File: config.mk
export PLATFORM = sky130hd
export DESIGN_NAME = fwd_hazard_unit_flat
export DESIGN_NICKNAME = d
export VERILOG_FILES = /design/src/rtl/fwd_pkg.sv /design/src/rtl/fwd_hazard_unit_if.sv /design/src/rtl/fwd_src_sel.sv /design/src/rtl/fwd_hazard_unit.sv /design/src/flat_wrapper.sv
export SDC_FILE = /design/constraint.sdc
export NUM_CORES = 1
export LEC_CHECK = 0
export ABC_AREA = 1
export CAP_MARGIN = 20
export CORE_AREA = 3 3 54 66
export CTS_BUF_LIST = sky130_fd_sc_hd__clkbuf_16
export CTS_CLUSTER_SIZE = 40
export DETAILED_ROUTE_END_ITERATION = 16
export DIE_AREA = 0 0 57 69
export PLACE_DENSITY_LB_ADDON = 0.25
export SLEW_MARGIN = 20
export SYNTH_ARGS = -nofsm -noshare
export SYNTH_HDL_FRONTEND = slang
export SYNTH_SLANG_ARGS = --single-unit
File: constraint.sdc
create_clock -name clk -period 2.3 [get_ports clk]
set_input_delay 0.345 -clock clk [delete_from_list [all_inputs] [get_ports clk]]
set_output_delay 0.345 -clock clk [all_outputs]
set_load 0.005 [all_outputs]
File: src/rtl/fwd_pkg.sv
// fwd_pkg: tag record, forward-select encodings and producer match helper for fwd_hazard_unit.
`default_nettype none
package fwd_pkg;

   // Tag rd field is sized for the widest supported register address; narrower AW is zero-extended.
   localparam int FWD_AW_MAX    = 8;
   localparam int FWD_SEL_RF    = 0;
   localparam int FWD_SEL_EXMEM = 1;
   localparam int FWD_SEL_MEMWB = 2;

   typedef struct packed {
      logic                  v;
      logic                  wr;
      logic                  ld;
      logic [FWD_AW_MAX-1:0] rd;
   } fwd_tag_t;

   function automatic logic tag_match(input fwd_tag_t t, input logic [FWD_AW_MAX-1:0] r);
      return t.v && t.wr && (t.rd != '0) && (t.rd == r);
   endfunction

endpackage
`default_nettype wire

File: src/rtl/fwd_hazard_unit_if.sv
// fwd_hazard_unit_if: ID/EX operand information in, forward selects and stall out.
`default_nettype none
interface fwd_hazard_unit_if #(
   parameter int AW     = 5,
   parameter int NSRC   = 2,
   parameter int NSTAGE = 2,
   parameter int SELW   = $clog2(NSTAGE + 1)
);
   logic                 id_valid;
   logic                 id_regWrite;
   logic                 id_isLoad;
   logic [AW-1:0]        id_rd;
   logic [NSRC*AW-1:0]   id_rs;
   logic [NSRC-1:0]      id_src_reg;
   logic [NSRC*AW-1:0]   ex_rs;
   logic [NSRC-1:0]      ex_src_reg;
   logic                 flush;
   logic [NSRC*SELW-1:0] fwd_sel;
   logic                 stall;

   modport master (
      output id_valid, id_regWrite, id_isLoad, id_rd, id_rs, id_src_reg,
      output ex_rs, ex_src_reg, flush,
      input  fwd_sel, stall
   );

   modport slave (
      input  id_valid, id_regWrite, id_isLoad, id_rd, id_rs, id_src_reg,
      input  ex_rs, ex_src_reg, flush,
      output fwd_sel, stall
   );
endinterface
`default_nettype wire

File: src/rtl/fwd_src_sel.sv
// fwd_src_sel: picks the youngest producer stage (1..NSTAGE) writing one EX source register.
`default_nettype none
module fwd_src_sel
   import fwd_pkg::*;
#(
   parameter int AW     = 5,
   parameter int NSTAGE = 2,
   parameter int SELW   = $clog2(NSTAGE + 1)
) (
   input  fwd_tag_t        tags [NSTAGE:1],
   input  logic [AW-1:0]   rs,
   input  logic            src_reg,
   output logic [SELW-1:0] sel
);

   // Scan oldest to youngest so the smallest matching stage is the one left standing.
   always_comb begin
      sel = SELW'(FWD_SEL_RF);
      if (src_reg) begin
         for (int k = NSTAGE; k >= 1; k--) begin
            if (tag_match(tags[k], FWD_AW_MAX'(rs))) begin
               sel = SELW'(k);
            end
         end
      end
   end

endmodule
`default_nettype wire

File: src/rtl/fwd_hazard_unit.sv
// fwd_hazard_unit: destination-tag pipeline, per-source forwarding select and load-use stall.
// Optional stall performance counter enabled by defining FWD_STALL_CNT_EN.
`default_nettype none
module fwd_hazard_unit
   import fwd_pkg::*;
#(
   parameter int AW         = 5,
   parameter int NSRC       = 2,
   parameter int NSTAGE     = 2,
   parameter int LOAD_STAGE = 2,
   localparam int SELW      = $clog2(NSTAGE + 1)
) (
   input  logic              clk,
   input  logic              rst_n,
   fwd_hazard_unit_if.slave  bus
`ifdef FWD_STALL_CNT_EN
   ,
   output logic [31:0]       perf_stall_cnt
`endif
);

   fwd_tag_t             tags [NSTAGE:0];
   fwd_tag_t             prod [NSTAGE:1];
   fwd_tag_t             tag_in;
   logic                 hazard;
   logic                 stall;
   logic [NSRC*SELW-1:0] sel_all;

   always_comb begin
      tag_in = '0;
      if (bus.id_valid && !stall && !bus.flush) begin
         tag_in.v  = 1'b1;
         tag_in.wr = bus.id_regWrite;
         tag_in.ld = bus.id_isLoad;
         tag_in.rd = FWD_AW_MAX'(bus.id_rd);
      end
   end

   always_ff @(posedge clk or negedge rst_n) begin
      if (!rst_n) begin
         for (int k = 0; k <= NSTAGE; k++) begin
            tags[k] <= '0;
         end
      end else begin
         tags[0] <= tag_in;
         for (int k = 1; k <= NSTAGE; k++) begin
            tags[k] <= tags[k-1];
         end
      end
   end

   // A load in stages 0..LOAD_STAGE-2 has no data yet; the ID consumer must wait.
   always_comb begin
      hazard = 1'b0;
      for (int i = 0; i < NSRC; i++) begin
         for (int k = 0; k < LOAD_STAGE - 1; k++) begin
            if (bus.id_src_reg[i] && tags[k].ld &&
                tag_match(tags[k], FWD_AW_MAX'(bus.id_rs[i*AW +: AW]))) begin
               hazard = 1'b1;
            end
         end
      end
      stall = bus.id_valid && !bus.flush && hazard;
   end

   always_comb begin
      for (int k = 1; k <= NSTAGE; k++) begin
         prod[k] = tags[k];
      end
   end

   for (genvar i = 0; i < NSRC; i++) begin : g_src
      fwd_src_sel #(
         .AW     (AW),
         .NSTAGE (NSTAGE),
         .SELW   (SELW)
      ) u_src_sel (
         .tags    (prod),
         .rs      (bus.ex_rs[i*AW +: AW]),
         .src_reg (bus.ex_src_reg[i]),
         .sel     (sel_all[i*SELW +: SELW])
      );
   end

   assign bus.fwd_sel = sel_all;
   assign bus.stall   = stall;

`ifdef FWD_STALL_CNT_EN
   always_ff @(posedge clk or negedge rst_n) begin
      if (!rst_n) begin
         perf_stall_cnt <= '0;
      end else if (stall && (perf_stall_cnt != 32'hFFFF_FFFF)) begin
         perf_stall_cnt <= perf_stall_cnt + 32'd1;
      end
   end
`endif

`ifndef SYNTHESIS
   logic early_load_use;
   always_comb begin
      early_load_use = 1'b0;
      for (int i = 0; i < NSRC; i++) begin
         for (int k = 1; k < LOAD_STAGE; k++) begin
            if (bus.ex_src_reg[i] && tags[k].ld &&
                tag_match(tags[k], FWD_AW_MAX'(bus.ex_rs[i*AW +: AW]))) begin
               early_load_use = 1'b1;
            end
         end
      end
   end

   a_no_early_load_use: assert property (@(posedge clk) disable iff (!rst_n) !early_load_use);
`endif

endmodule
`default_nettype wire
File: src/flat_wrapper.sv
// flat-port wrapper written by rule: the top's interface ports become plain ports
module fwd_hazard_unit_flat import fwd_pkg::*;
#(
   parameter int AW         = 5,
   parameter int NSRC       = 2,
   parameter int NSTAGE     = 2,
   parameter int LOAD_STAGE = 2,
   localparam int SELW      = $clog2(NSTAGE + 1)
)
  (clk, rst_n, bus_id_valid, bus_id_regWrite, bus_id_isLoad, bus_id_rd, bus_id_rs, bus_id_src_reg, bus_ex_rs, bus_ex_src_reg, bus_flush, bus_fwd_sel, bus_stall);
  fwd_hazard_unit_if #(.AW(AW), .NSRC(NSRC), .NSTAGE(NSTAGE)) bus_i ();
  input  logic clk;
  input  logic rst_n;
  input wire logic [$bits(bus_i.id_valid)-1:0] bus_id_valid;
  input wire logic [$bits(bus_i.id_regWrite)-1:0] bus_id_regWrite;
  input wire logic [$bits(bus_i.id_isLoad)-1:0] bus_id_isLoad;
  input wire logic [$bits(bus_i.id_rd)-1:0] bus_id_rd;
  input wire logic [$bits(bus_i.id_rs)-1:0] bus_id_rs;
  input wire logic [$bits(bus_i.id_src_reg)-1:0] bus_id_src_reg;
  input wire logic [$bits(bus_i.ex_rs)-1:0] bus_ex_rs;
  input wire logic [$bits(bus_i.ex_src_reg)-1:0] bus_ex_src_reg;
  input wire logic [$bits(bus_i.flush)-1:0] bus_flush;
  output wire logic [$bits(bus_i.fwd_sel)-1:0] bus_fwd_sel;
  output wire logic [$bits(bus_i.stall)-1:0] bus_stall;
  assign bus_i.id_valid = bus_id_valid;
  assign bus_i.id_regWrite = bus_id_regWrite;
  assign bus_i.id_isLoad = bus_id_isLoad;
  assign bus_i.id_rd = bus_id_rd;
  assign bus_i.id_rs = bus_id_rs;
  assign bus_i.id_src_reg = bus_id_src_reg;
  assign bus_i.ex_rs = bus_ex_rs;
  assign bus_i.ex_src_reg = bus_ex_src_reg;
  assign bus_i.flush = bus_flush;
  assign bus_fwd_sel = bus_i.fwd_sel;
  assign bus_stall = bus_i.stall;
  fwd_hazard_unit #(.AW(AW), .NSRC(NSRC), .NSTAGE(NSTAGE), .LOAD_STAGE(LOAD_STAGE)) u_core (.clk(clk), .rst_n(rst_n), .bus(bus_i));
endmodule
# Yosys cells after proc, flatten, opt, wreduce, memory -nomap -nowiden
# Index checks and enable logic that the tools add are counted.
# classes
n_eq_ne	6
mux	9
n_reduce_logical	25
# ops
op	count
8-bit by 5-bit == test with 1-bit output	6
8-bit nonzero test	3
1-bit logical AND	20
2-bit 2-to-1 mux	6
11-bit 2-to-1 mux	1
1-bit zero test	2
1-bit 2-to-1 mux	2
# word_totals
reg_bits	31
inputBits	35
output_inout_bits	5
elab_cells	50

# Longest topological paths before layout
# Gate-level depths: netlist of run 1.
# logic_depth
word_depth	11
depth_mapped	9
depth_no_buf	9

# By module
# Synthesis of run 1 repeated with hierarchy kept, for this count alone.
# hier_totals
hier_cells	243
hier_area_um2	1546.5
# modules_own_cells
module	n_inst	cells_each	area_each_um2	seq_area_each_um2
fwd_hazard_unit	1	105	925.9	600.6
fwd_src_sel	2	69	310.3	0.0

# Worst setup path before layout of run 1
# No wires, ideal clock.
# synth_timing
kind	register -> output
from	register u_core.prod[1] (netlist name)
to	output port bus_fwd_sel[1]
t_arrival_ns	0.985
t_required_ns	1.955
slack_ns	0.970
stages_incl_launch_ff	5
n_path_buf	0
path_cell_list	dfrtp_1 > xor2_1 > nor3_1 > nand3_1 > and2_1
# synth_between
elab_chain_len	5
word_cells_on_any_way	6
classes_between	1 x eq/ne; 2 x mux; 3 x reduce/logical
# synth_lines
item	line_no	text
8-bit nonzero test	fwd_pkg.sv:19	return t.v && t.wr && (t.rd != '0) && (t.rd == r);
1-bit logical AND	fwd_pkg.sv:19	
1-bit logical AND *	fwd_pkg.sv:19	
2-bit 2-to-1 mux *	fwd_src_sel.sv:21	if (tag_match(tags[k], FWD_AW_MAX'(rs))) begin
2-bit 2-to-1 mux *	fwd_src_sel.sv:19	if (src_reg) begin
end: declaration	flat_wrapper.sv:23	output wire logic [$bits(bus_i.fwd_sel)-1:0] bus_fwd_sel;
# Every way passes the cells marked *; elsewhere a longest branch is shown, timed or not.

# Final worst setup path of run 1
# layout_timing
from	input port bus_ex_rs[4]
to	output port bus_fwd_sel[1]
# layout_between
elab_chain_len	5
word_cells_on_any_way	7
classes_between	2 x eq/ne; 3 x mux; 2 x reduce/logical
# layout_lines
item	line_no	text
start: declaration	flat_wrapper.sv:20	input wire logic [$bits(bus_i.ex_rs)-1:0] bus_ex_rs;
8-bit by 5-bit == test with 1-bit output	fwd_pkg.sv:19	
1-bit logical AND	fwd_pkg.sv:19	
2-bit 2-to-1 mux	fwd_src_sel.sv:21	
2-bit 2-to-1 mux *	fwd_src_sel.sv:21	
2-bit 2-to-1 mux *	fwd_src_sel.sv:19	
# Marks and branches as above.

==> results.sh, run 1 <==
export IMPL_avgSynthCellArea_sq_um=7.48
export IMPL_synthesis_nets=195
export IMPL_cts_sinks=22
export IMPL_cp_top_family="buffers and inverters"
export IMPL_relSlewSlack=0.817
export IMPL_crit_required_ps=1960
export IMPL_antenna_found_initial=0
export IMPL_postRouteWirelength_mm=2.58
export IMPL_slowest_delay_ps=520
export IMPL_final_hold_viol_count=0
export IMPL_synth_seq_area_share=0.460
export IMPL_drv_cap=0
export IMPL_dp_cells=236
export IMPL_grt_pass1_wl_mm=4.36
export IMPL_layout_cells_non_filler=239
export IMPL_p_leak_uw=0.000963
export IMPL_syn_area_sq_um=1200
export IMPL_worst_path_buf_inv=2
export IMPL_row_count=22
export IMPL_final_util=0.570
export IMPL_syn_inst=160
export IMPL_cp_max_fo=2
export IMPL_n_fill_cell=290
export IMPL_dieArea_sq_um=3930
export IMPL_slowest_stage="clkdlybuf4s50_1"
export IMPL_grt_overflow=0
export IMPL_fin_area_sq_um=1730
export IMPL_clkLatencyLatePin_ps=250
export IMPL_pin_count=40
export IMPL_worstSetupStartpoint="bus_ex_rs[4]"
export IMPL_vias=1102
export IMPL_wl_per_cell_microns=10.8
export IMPL_outcome="finished clean"
export IMPL_ys_ff_latch=22
export IMPL_p_per_area_nw_per_um2=526
export IMPL_die_w_microns=57
export IMPL_fin_skew_ps=1.64
export IMPL_postCtsSetupBuffers=0
export IMPL_via_per_inst=4.61
export IMPL_maxSlewViolCount=0
export IMPL_drt_iter0_markers=25
export IMPL_drive_gt1_frac=0.0394
export IMPL_numPortBuffers=39
export IMPL_hold_path_startpoint="u_core.prod[9]"
export IMPL_yosysUniqueCellTypes=19
export IMPL_finalCritPeriodShare=0.976
export IMPL_layout_nets=240
export IMPL_fmaxAchievable_mhz=445
export IMPL_r2r_start="u_core.tags[0]"
export IMPL_cts_buffers=3
export IMPL_tightest_slew_ps=275
export IMPL_antenna_cells=0
export IMPL_setup_violations=0
export IMPL_crit_arrival_ps=1900
export IMPL_core_area_sq_um=3030
export IMPL_gp_congestion=0.878
export IMPL_place_detailed_hpwl_mm=2.12
export IMPL_die_y_microns=69
export IMPL_placed_area_sq_um=1640
export IMPL_root_buffer="clkbuf_16"
export IMPL_grt_max_degree=23
export IMPL_worst_hold_path_type="flip-flop to flip-flop"
export IMPL_dr_pass1_iters=4
export IMPL_clock_path_buffers=2
export IMPL_area_delta_synth_final_pct=44.4
export IMPL_htree_levels=1
export IMPL_period_needed_ps=2250
export IMPL_yosysWarningCount=0
export IMPL_synth_area_leaders="dfrtp_1 46%, nand2_1 12%, inv_1 10%"
export IMPL_ant_nets=0
export IMPL_crit_chain="clkdlybuf4s50_1, xnor2_1, nand2_1, nor2_1, nand2_1, nor2_1, and2_1, clkdlybuf4s50_1"
export IMPL_end_kind="output port"
export IMPL_holdWs_ps=374
export IMPL_cp_start_kind="input port"
export IMPL_path_class="input port to output port"
export IMPL_rsz0062_at_grt="no"
export IMPL_grt_usage=0.135
export IMPL_grt_pass1_vias=1103
export IMPL_drc=0
export IMPL_vdd_ir_drop_max_mv=0.364
export IMPL_setup_tns_ps=0
export IMPL_clk_pin_slew_ps=50
export IMPL_synth_largest_area_cell="dfrtp_1"
export IMPL_yosysTopAreaCellShare=0.460
export IMPL_start_util=0.395
export IMPL_cts_tree="done"
==> what timing repair did <==
action / in CTS / in global routing
endpoints found under the setup margin: 0 / 4
resized for setup: 0 / 5
hold buffers: 0 / 0
==> metal layers <==
metal | vias up | share of wire | track usage
li1 | 562 | - | -
met1 | 488 | 0.37 | 0.138
met2 | 46 | 0.52 | 0.260
met3 | 6 | 0.084 | 0.0243
met4 | 0 | 0.020 | 0.0515
met5 | - | 0 | 0
==> sequential cells by signal (all words and copies together) (netlist names) <==
signal / flops
u_core.tags: 8
u_core.prod: 14
==> layout by cell type, fill, tap and decap left out <==
master | synthesis | layout
nand2_1 | 37 | 37
clkdlybuf4s50_1 | 0 | 34
inv_1 | 32 | 32
nor2_1 | 30 | 30
dfrtp_1 | 22 | 22
nand3_1 | 9 | 9
xor2_1 | 9 | 9
xnor2_1 | 7 | 7
dlymetal6s2s_1 | 0 | 5
clkbuf_16 | 0 | 3
nand4_1 | 2 | 2
nor3_1 | 2 | 2
inv_2 | 1 | 1
o21ai_1 | 1 | 1
nand2_2 | 1 | 1
nand2_4 | 1 | 1
nand3b_1 | 1 | 1
or2_1 | 1 | 1
and2_1 | 1 | 1
o22ai_1 | 1 | 1
a211oi_1 | 1 | 1
or2_2 | 1 | 1
buf_4 | 0 | 1
==> synth_stat cells, drive strengths merged <==
| cell | count |
|---|---|
| inv | 33 |
| nor3 | 2 |
| nor2 | 30 |
| a211oi | 1 |
| xnor2 | 7 |
| dfrtp | 22 |
| o22ai | 1 |
| or2 | 2 |
| o21ai | 1 |
| nand2 | 39 |
| nand3 | 9 |
| xor2 | 9 |
| nand3b | 1 |
| and2 | 1 |
| nand4 | 2 |
==> worst paths after layout <==
| kind | endpoint | cells past startpoint | slack [ps] |
|---|---|---|---|
| worst max-delay path | bus_fwd_sel[1] | 8 | 50 |
| worst min-delay path | u_core.prod[20] | 0 | 370 |
| worst max register to register | u_core.tags[9] | 9 | 1090 |
| worst min register to register | u_core.prod[20] | 0 | 370 |
| max in group asynchronous | u_core.prod[15] | 2 | 1640 |
| min in group asynchronous | u_core.tags[10] | 2 | 440 |
==> power by group <==
part | total [uW] | internal (uW) | leakage [uW] | switching (uW)
combinational | 145 | 83.9 | 0.000631 | 61.1
sequential | 417 | 403 | 0.000294 | 13.8
clock | 347 | 229 | 0.0000370 | 119
==> cells by family after synthesis <==
group / after synthesis / share of synthesized area
simple gates: 86 / 0.303
compound gates: 3 / 0.0157
buf+inv: 33 / 0.104
xor+xnor: 16 / 0.117
flops: 22 / 0.460
==> layout make-up <==
| type | instances | area, sq um | area share |
|---|---|---|---|
| clock buffer | 3 | 75.1 | 0.0435 |
| tap | 36 | 45.0 | 0.0261 |
| timing repair buffer | 40 | 410 | 0.238 |
| inverter | 33 | 124 | 0.0717 |
| sequential | 22 | 551 | 0.319 |
| multi-input combinational | 105 | 522 | 0.302 |
==> metrics by stage <==
stage / worst slack, ps / total power [uW]
floorplan: 970 / 482
global placement: 45.9 / 566
detailed placement: 33.2 / 570
CTS: 25.4 / 921
global route: 8.62 / 949
finish: 55.0 / 909
(Power assumes the default switching activity.)
==> run 2, diff against run 1 <==
Settings changed: TNS_END_PERCENT set to 5.
==> run 2 against run 1 <==
Effect of this change: combinational power about the same; clock-buffer cell count is the same; sequential power about the same; critical endpoint unchanged; power barely moved; non-clock buffer count stayed put.
==> results.sh, run 2 (synthesis results as in run 1) <==
export IMPL_row_count=22
export IMPL_fin_skew_ps=1.64
export IMPL_cts_buffers=3
export IMPL_clock_path_buffers=2
export IMPL_rsz0062_at_grt="yes"
export IMPL_wl_per_cell_microns=10.8
export IMPL_ctsHoldBuffers=0
export IMPL_dp_cells=236
export IMPL_place_detailed_hpwl_mm=2.12
export IMPL_crit_chain="clkdlybuf4s50_1, xnor2_1, nand2_1, nor2_1, nand2_1, nor2_1, and2_1, clkdlybuf4s50_1"
export IMPL_mostFrequentLayoutCells="37 x nand2_1, 37 x clkdlybuf4s50_1, 32 x inv_1"
export IMPL_vias=1103
export IMPL_gp_congestion=0.878
export IMPL_multi_input_area_sq_um=522
export IMPL_maxSlewViolCount=0
export IMPL_ant_nets=0
export IMPL_cts_tree="done"
export IMPL_period_needed_ps=2240
export IMPL_die_w_microns=57
export IMPL_slowest_stage="clkdlybuf4s50_1"
export IMPL_end_kind="output port"
export IMPL_holdWs_ps=374
export IMPL_slowest_delay_ps=520
export IMPL_p_per_area_nw_per_um2=529
export IMPL_dr_pass1_iters=4
export IMPL_largest_register_ffs=14
export IMPL_postRouteWirelength_mm=2.57
export IMPL_vdd_ir_drop_max_mv=0.364
export IMPL_finalCritPeriodShare=0.974
export IMPL_clkLatencyLatePin_ps=250
export IMPL_r2r_end="u_core.tags[9]"
export IMPL_p_comb_frac=0.160
export IMPL_regArea_sq_um=551
export IMPL_layout_cells_non_filler=239
export IMPL_worst_hold_path_type="flip-flop to flip-flop"
export IMPL_start_util=0.395
export IMPL_r2r_start="u_core.tags[0]"
export IMPL_cts_sinks=22
export IMPL_rr_worst_depth=9
export IMPL_setup_violations=0
export IMPL_htree_levels=1
export IMPL_grt_pass1_vias=1103
export IMPL_core_area_sq_um=3030
export IMPL_grt_max_degree=23
export IMPL_swShare=0.213
export IMPL_drt_iter0_markers=20
export IMPL_p_int_uw=716
export IMPL_antenna_found_initial=0
export IMPL_area_delta_synth_final_pct=43.7
export IMPL_via_per_inst=4.62
export IMPL_outcome="finished clean"
export IMPL_postCtsSetupBuffers=0
export IMPL_grt_pass1_wl_mm=4.36
export IMPL_grt_usage=0.135
export IMPL_clk_pin_slew_ps=50
export IMPL_setup_tns_ps=0
export IMPL_grt_overflow=0
export IMPL_drv_cap=0
export IMPL_dieArea_sq_um=3930
export IMPL_tightest_slew_ps=275
export IMPL_power_frac_clock=0.382
export IMPL_relSlewSlack=0.817
export IMPL_rrSetupSlack_ps=1090
export IMPL_worstSetupStartpoint="bus_ex_rs[0]"
export IMPL_path_class="input port to output port"
export IMPL_drc=0
export IMPL_crit_arrival_ps=1900
export IMPL_layout_nets=240
export IMPL_root_buffer="clkbuf_16"
export IMPL_antenna_cells=0
export IMPL_final_hold_viol_count=0
export IMPL_p_switching_uw=193
export IMPL_fmaxAchievable_mhz=446
export IMPL_n_fill_cell=293
export IMPL_final_util=0.568
export IMPL_pin_count=40
export IMPL_drive_gt1_frac=0.0394
export IMPL_cp_start_kind="input port"
export IMPL_seqPwrFrac=0.458
export IMPL_cp_max_fo=2
export IMPL_crit_end="bus_fwd_sel[1]"
export IMPL_p_leak_uw=0.000936
export IMPL_numPortBuffers=39
export IMPL_die_y_microns=69
export IMPL_crit_required_ps=1960
==> run 2: cell count changes in the layout (fill, tap and decap cells not counted) <==
cell             delta
clkdlybuf4s50_1     +3
dlymetal6s2s_1      -3
==> run 2: stage by stage <==
| step | area, sq um | setup WS (ps) | power [uW] |
|---|---|---|---|
| finish | 1720 | 59.0 | 910 |
| global route | 1720 | -27.7 | 950 |
| global placement | 1640 | 45.9 | 566 |
| detailed placement | 1640 | 33.2 | 570 |
| CTS | 1710 | 25.4 | 921 |
| floorplan | 1200 | 970 | 482 |
==> run 2: critical path, delay by kind of cell <==
family | cells | cell delay [ps]
xor+xnor | 1 | 130
buf+inv | 2 | 1010
simple gates | 5 | 410
==> run 2: area by class of cell <==
class                           instances  share of cell area
Tap cell                               36              0.0262
Inverter                               33              0.0721
Multi-Input combinational cell        105               0.303
Timing Repair Buffer                   40               0.234
Sequential cell                        22               0.320
Clock buffer                            3              0.0437
==> run 2: worst min-delay path by stage <==
stage                     from  depth (start not counted)               to
2_1_floorplan            rst_n                          0   u_core.prod[0]
3_3_place_gp   u_core.prod[10]                          0  u_core.prod[21]
3_5_place_dp    u_core.prod[9]                          0  u_core.prod[20]
4_1_cts         u_core.prod[9]                          0  u_core.prod[20]
5_1_grt         u_core.prod[9]                          0  u_core.prod[20]
6_report        u_core.prod[9]                          0  u_core.prod[20]
==> run 2: repair_timing <==
action                                  CTS  global route
endpoints found under the hold margin     0             0
endpoints found under the setup margin    0             4
resized for setup                         0             2
==> run 2: power by group through the flow <==
| stage | registers (uW) | clock network [uW] | logic, uW |
|---|---|---|---|
| 2_1_floorplan | 420 | 0 | 62.0 |
| 3_3_place_gp | 423 | 0 | 143 |
| 3_5_place_dp | 424 | 0 | 147 |
| 4_1_cts | 417 | 357 | 148 |
| 5_1_grt | 420 | 367 | 163 |
| 6_report | 417 | 347 | 146 |
==> run 2: routing by layer <==
layer | track usage | routed length [microns]
met1 | 0.138 | 952
met2 | 0.260 | 1360
met3 | 0.0243 | 210
met4 | 0.0515 | 51
met5 | 0 | 0
